<file path="config.mk">
export PLATFORM = sky130hd
export DESIGN_NAME = muldiv_wb_arbiter
export DESIGN_NICKNAME = d
export VERILOG_FILES = /design/src/rtl/muldiv_wb_arbiter.sv
export SDC_FILE = /design/constraint.sdc
export NUM_CORES = 1
export LEC_CHECK = 0
export BUFFER_PORTS_ARGS = -buffer_cell sky130_fd_sc_hd__buf_2
export CORE_AREA = 2 2 158 160
export CTS_CLUSTER_SIZE = 12
export DETAILED_ROUTE_END_ITERATION = 8
export DIE_AREA = 0 0 160 162
export PLACE_DENSITY = 0.61
export SLEW_MARGIN = 20
export SYNTH_ARGS = -nofsm -noshare
export SYNTH_HDL_FRONTEND = slang
export SYNTH_SLANG_ARGS = --single-unit
</file>
<file path="constraint.sdc">
create_clock -name clk_i -period 2.4 [get_ports clk_i]
set_input_delay 0.48 -clock clk_i [delete_from_list [all_inputs] [get_ports clk_i]]
set_output_delay 0.48 -clock clk_i [all_outputs]
set_load 0.01 [all_outputs]
</file>
<file path="src/rtl/muldiv_wb_arbiter.sv">
// Writeback arbiter for the mult functional unit: merges the non-stallable multiplier
// and the iterative divider onto one registered writeback port, with a divider result FIFO.
module muldiv_wb_arbiter #(
    parameter int unsigned XLEN           = 64,
    parameter int unsigned TRANS_ID_BITS  = 3,
    parameter int unsigned DIV_FIFO_DEPTH = 2,
    parameter int unsigned STARVE_LIMIT   = 4
) (
    input  logic                     clk_i,
    input  logic                     rst_ni,
    input  logic                     flush_i,
    input  logic                     mul_valid_i,
    input  logic [TRANS_ID_BITS-1:0] mul_trans_id_i,
    input  logic [XLEN-1:0]          mul_result_i,
    input  logic                     div_valid_i,
    output logic                     div_ready_o,
    input  logic [TRANS_ID_BITS-1:0] div_trans_id_i,
    input  logic [XLEN-1:0]          div_result_i,
    output logic                     mul_stall_o,
    output logic                     result_valid_o,
    output logic [TRANS_ID_BITS-1:0] trans_id_o,
    output logic [XLEN-1:0]          result_o
);

    localparam int unsigned PTR_W = (DIV_FIFO_DEPTH > 1) ? $clog2(DIV_FIFO_DEPTH) : 1;
    localparam int unsigned CNT_W = PTR_W + 1;
    localparam int unsigned STV_W = $clog2(STARVE_LIMIT + 1);

    localparam logic [CNT_W-1:0] FULL_CNT  = CNT_W'(DIV_FIFO_DEPTH);
    localparam logic [CNT_W-1:0] CNT_ONE   = CNT_W'(1);
    localparam logic [PTR_W-1:0] PTR_ONE   = PTR_W'(1);
    localparam logic [STV_W-1:0] STV_LIMIT = STV_W'(STARVE_LIMIT);
    localparam logic [STV_W-1:0] STV_ONE   = STV_W'(1);

    logic [TRANS_ID_BITS-1:0] r_fifo_id   [DIV_FIFO_DEPTH];
    logic [XLEN-1:0]          r_fifo_data [DIV_FIFO_DEPTH];
    logic [PTR_W-1:0]         r_wr_ptr;
    logic [PTR_W-1:0]         r_rd_ptr;
    logic [CNT_W-1:0]         r_count;
    logic [STV_W-1:0]         r_starve;
    logic                     r_stall;
    logic                     r_valid;
    logic [TRANS_ID_BITS-1:0] r_id;
    logic [XLEN-1:0]          r_result;

    logic                     w_fifo_empty;
    logic                     w_fifo_full;
    logic                     w_div_hs;
    logic                     w_load;
    logic                     w_pop;
    logic                     w_bypass;
    logic                     w_push;
    logic [TRANS_ID_BITS-1:0] w_next_id;
    logic [XLEN-1:0]          w_next_result;
    logic [CNT_W-1:0]         w_next_count;
    logic                     w_starve_inc;
    logic [STV_W-1:0]         w_starve_plus;
    logic                     w_starve_hit;

    assign w_fifo_empty = (r_count == {CNT_W{1'b0}});
    assign w_fifo_full  = (r_count == FULL_CNT);

    // Ready depends only on occupancy so the divider never sees a combinational path from mul_valid_i.
    assign div_ready_o  = ~w_fifo_full;
    assign w_div_hs     = div_valid_i & ~w_fifo_full;

    // Output source selection: multiplier first, then queued divider results, then divider bypass.
    always_comb begin
        w_load        = 1'b0;
        w_pop         = 1'b0;
        w_bypass      = 1'b0;
        w_next_id     = r_id;
        w_next_result = r_result;
        if (mul_valid_i) begin
            w_load        = 1'b1;
            w_next_id     = mul_trans_id_i;
            w_next_result = mul_result_i;
        end else if (!w_fifo_empty) begin
            w_load        = 1'b1;
            w_pop         = 1'b1;
            w_next_id     = r_fifo_id[r_rd_ptr];
            w_next_result = r_fifo_data[r_rd_ptr];
        end else if (w_div_hs) begin
            w_load        = 1'b1;
            w_bypass      = 1'b1;
            w_next_id     = div_trans_id_i;
            w_next_result = div_result_i;
        end else begin
            w_load        = 1'b0;
        end
    end

    assign w_push = w_div_hs & ~w_bypass;

    // Occupancy update; simultaneous push and pop leaves the count unchanged.
    always_comb begin
        w_next_count = r_count;
        case ({w_push, w_pop})
            2'b10:   w_next_count = r_count + CNT_ONE;
            2'b01:   w_next_count = r_count - CNT_ONE;
            default: w_next_count = r_count;
        endcase
    end

    // A multiplier win counts as starving only while divider results are waiting.
    assign w_starve_inc  = mul_valid_i & ~w_fifo_empty;
    assign w_starve_plus = r_starve + STV_ONE;
    assign w_starve_hit  = w_starve_inc & (w_starve_plus == STV_LIMIT);

    // Registered writeback port.
    always_ff @(posedge clk_i or negedge rst_ni) begin
        if (!rst_ni) begin
            r_valid  <= 1'b0;
            r_id     <= {TRANS_ID_BITS{1'b0}};
            r_result <= {XLEN{1'b0}};
        end else if (flush_i) begin
            r_valid  <= 1'b0;
        end else begin
            r_valid <= w_load;
            if (w_load) begin
                r_id     <= w_next_id;
                r_result <= w_next_result;
            end
        end
    end

    // FIFO pointers and occupancy; pointers wrap naturally at the power-of-two depth.
    always_ff @(posedge clk_i or negedge rst_ni) begin
        if (!rst_ni) begin
            r_wr_ptr <= {PTR_W{1'b0}};
            r_rd_ptr <= {PTR_W{1'b0}};
            r_count  <= {CNT_W{1'b0}};
        end else if (flush_i) begin
            r_wr_ptr <= {PTR_W{1'b0}};
            r_rd_ptr <= {PTR_W{1'b0}};
            r_count  <= {CNT_W{1'b0}};
        end else begin
            if (w_push) begin
                r_wr_ptr <= r_wr_ptr + PTR_ONE;
            end
            if (w_pop) begin
                r_rd_ptr <= r_rd_ptr + PTR_ONE;
            end
            r_count <= w_next_count;
        end
    end

    // FIFO storage; a flush only needs the pointers cleared.
    always_ff @(posedge clk_i or negedge rst_ni) begin
        if (!rst_ni) begin
            for (int i = 0; i < DIV_FIFO_DEPTH; i++) begin
                r_fifo_id[i]   <= {TRANS_ID_BITS{1'b0}};
                r_fifo_data[i] <= {XLEN{1'b0}};
            end
        end else if (w_push && !flush_i) begin
            r_fifo_id[r_wr_ptr]   <= div_trans_id_i;
            r_fifo_data[r_wr_ptr] <= div_result_i;
        end
    end

    // Starvation guard: one-cycle issue stall once the multiplier has won too often in a row.
    always_ff @(posedge clk_i or negedge rst_ni) begin
        if (!rst_ni) begin
            r_starve <= {STV_W{1'b0}};
            r_stall  <= 1'b0;
        end else if (flush_i) begin
            r_starve <= {STV_W{1'b0}};
            r_stall  <= 1'b0;
        end else if (w_starve_hit) begin
            r_starve <= {STV_W{1'b0}};
            r_stall  <= 1'b1;
        end else if (w_starve_inc) begin
            r_starve <= w_starve_plus;
            r_stall  <= 1'b0;
        end else begin
            r_starve <= {STV_W{1'b0}};
            r_stall  <= 1'b0;
        end
    end

    assign mul_stall_o    = r_stall;
    assign result_valid_o = r_valid;
    assign trans_id_o     = r_id;
    assign result_o       = r_result;

endmodule

</file>
==> flow_summary.toml <==
[synth]
synth.largest_area_cell = "dfrtp_1"
synth.top_cells.by_area = "dfrtp_1, mux2_2, mux2i_1, a221oi_1, nor2_1"
synth_cells = 776
ys_warn_count = 0
avgSynthCellArea_um2 = 12.2
synth_area_mm2 = 0.00949
synth_top_cell_area_share_pct = 55.4
synth_flop_cell = "dfrtp_1"
netlist_top_cells_count = "dfrtp_1, nor2_1, mux2_2"
synth-edff-count = 0
ys_types = 30
synth_seq_cells = 210
async_reset_ff_share_pct = 100
yosysMostFrequentCell = "dfrtp_1"
synth_nets = 917
seq_area_frac_synth_pct = 55.4

[clock_network]
post_cts_buffers = 0
cts_num_sinks = 210
hold_buffers = 0
cts_max_path_buffers = 3
clk_latency_ns = 0.51
clockRootBuffer = "clkbuf_16"
cts-htree-levels = 1
cts_resized = 0
cts.clk_slew.worst_paths_ns = 0.06
cts_buffers = 24
cts_tree = "built"

[setup_path]
slowest_delay_ns = 0.56
cp.required_ns = 2.78
critPathMaxFanout = 33
worstSetupEndpointType = "register"
critPathLaunchType = "register"
path_cells = "nor2b_1 -> o21ai_1 -> or3_4 -> buf_4 -> mux2_2"
worst-path-buf-inv = 1
worst-endpoint-arrival_ns = 2.46
worstSetupPathType = "reg -> reg"
critical_path.slowest_cell = "dfrtp_1"
cp_top_family = "flip-flops"

[floorplanning]
fp.dieArea_mm2 = 0.0259
initial_core_util_pct = 39.4
die_height_um = 162
design.core.area_mm2 = 0.0241
num_io_pins = 209
rows = 57
die_w_um = 160

[global_routing]
grt_pass1_vias = 7153
antenna_found_initial = 3
grt_usage_pct = 17.3
grt_max_degree = 79
overflow = 0
grt_pass1_wl_um = 37000

[power_and_ir_drop]
ir_drop_mv = 0.541
power_density_mw_per_mm2 = 904
p_leak_nw = 5.26

[cells_and_area]
multi_input_area_mm2 = 0.00396
fillers = 2274
fin_nets = 1111
area_growth_syn_to_layout_pct = 24.3
post-route-util_pct = 48.9
seqCellArea_mm2 = 0.00526
drive_gt1_share_pct = 38.1

[placed_design]
hpwl_um = 14200
portBuffers = 208
gp_congestion = 0.760

[routing]
vias = 6853
drc_errors = 0
wl_um = 22600
wl_per_cell_um = 17.2
vias_per_cell = 5.23
final_antenna_net_count = 0
drt_pass1_iterations = 4
initialDrtViolationCount = 305

[sta]
fin_setup_tns_ns = 0
tightest_slew_ns = 0.617
slew_headroom_pct = 58.8
period_needed_ns = 2.08
timing.final.max_slew_violations = 0
fin_crit_sh_pct = 86.5
rsz0062_at_grt = "false"
timing.fmax_ghz = 0.482
hold_ws_ns = -0.0158
hold_viol_final = 7
final.setup_skew_ns = 0.0144
setup_violations = 0

[min_path]
hold_path_class = "in -> async"

[flow_run]
cap_violations = 0

[outcome]
status = "complete, but fails checks"
violations = "negative hold slack"
per-stage QoR:
| stage | hold WS (ns) | setup WS [ns] | cell area [um^2] | instances | total power, mW |
|---|---|---|---|---|---|
| 6_report | -0.0158 | 0.325 | 11800 | 1311 | 10.7 |
| 5_1_grt | 0.0229 | 0.229 | 11800 | 1310 | 11.3 |
| 3_5_place_dp | 0.433 | 0.242 | 11000 | 1268 | 7.05 |
| 3_3_place_gp | 0.429 | 0.276 | 11000 | 1268 | 6.98 |
| 2_1_floorplan | 0.184 | 0.518 | 9490 | 776 | 6.28 |
| 4_1_cts | 0.00886 | 0.324 | 11800 | 1310 | 10.8 |
final cells by class:
cell class                 count  share of cell area (%)
timing repair buffer         231                    11.5
antenna                        1                  0.0212
multi-input combinational    500                    33.5
sequential                   210                    44.6
tap                          324                    3.44
inverter                       3                  0.0955
clock inverter                 3                   0.573
clock buffer                  39                    6.18
registers in the layout (all words and copies together) (netlist names):
name and flops:
r_fifo_data 128, result_o 64, r_fifo_id 6, r_starve 3, trans_id_o 3, r_count 2, mul_stall_o 1, r_rd_ptr 1
r_wr_ptr 1, result_valid_o 1
placed cells by master, fill, tap and decap left out:
cell type / count
mux2_2: 75
diode_2: 1
nor2b_1: 1
o31ai_1: 1
o21ai_0: 1
a221oi_1: 67
nand3b_1: 2
xor2_1: 2
nand2b_1: 1
mux2_4: 30
a32oi_1: 1
clkbuf_16: 25
clkbuf_8: 6
or4b_2: 1
nand2_1: 1
nor4bb_1: 1
buf_4: 12
dfrtp_4: 1
mux2_1: 30
or3b_4: 1
buf_12: 11
or3_4: 1
clkinvlp_4: 1
nor3_2: 1
o21ai_1: 1
a21oi_4: 1
o21bai_4: 1
clkbuf_1: 9
nor2_1: 143
inv_1: 3
a21oi_1: 68
bufinv_16: 2
dfrtp_1: 209
ha_1: 2
mux2i_1: 67
buf_2: 207
per-layer routing:
metal  global-route usage, %  share of wire [%]  up-vias
met4                    3.28                1.1        4
met1                    23.4                 46     3415
met5                       0              0.093        -
met3                    4.01                6.5       26
li1                        -                  -     3202
met2                    29.0                 46      206
power by group:
group          switching, mW  internal (mW)
combinational          0.914           1.18
sequential             0.446           4.44
clock                   1.41           2.27
worst paths after layout:
check	endpoint	start	cells after the start	slack, ns
worst max-delay path	r_fifo_data[84]	r_count[1]	5	0.32
worst min-delay path	r_fifo_data[54]	rst_ni	1	-0.02
worst max register to register	r_fifo_data[84]	r_count[1]	5	0.32
worst min register to register	r_starve[0]	r_starve[0]	1	0.44
max in group asynchronous	r_starve[1]	rst_ni	2	1.71
min in group clk_i	r_fifo_data[102]	div_result_i[38]	2	0.22
kinds of logic (layout without fill, tap and decap cells):
group	after synthesis	in the layout	share of synthesized area [%]
AO/OA/AOI/OAI	141	141	10.2
XOR/XNOR	2	2	0.185
adder cells (fa/ha/maj)	2	2	0.264
buffers and inverters	66	276	3.28
flip-flops	210	210	55.4
multiplexers	202	202	24.3
other	0	1	0
AND/OR/NAND/NOR	153	153	6.41
(Power assumes the default switching activity.)
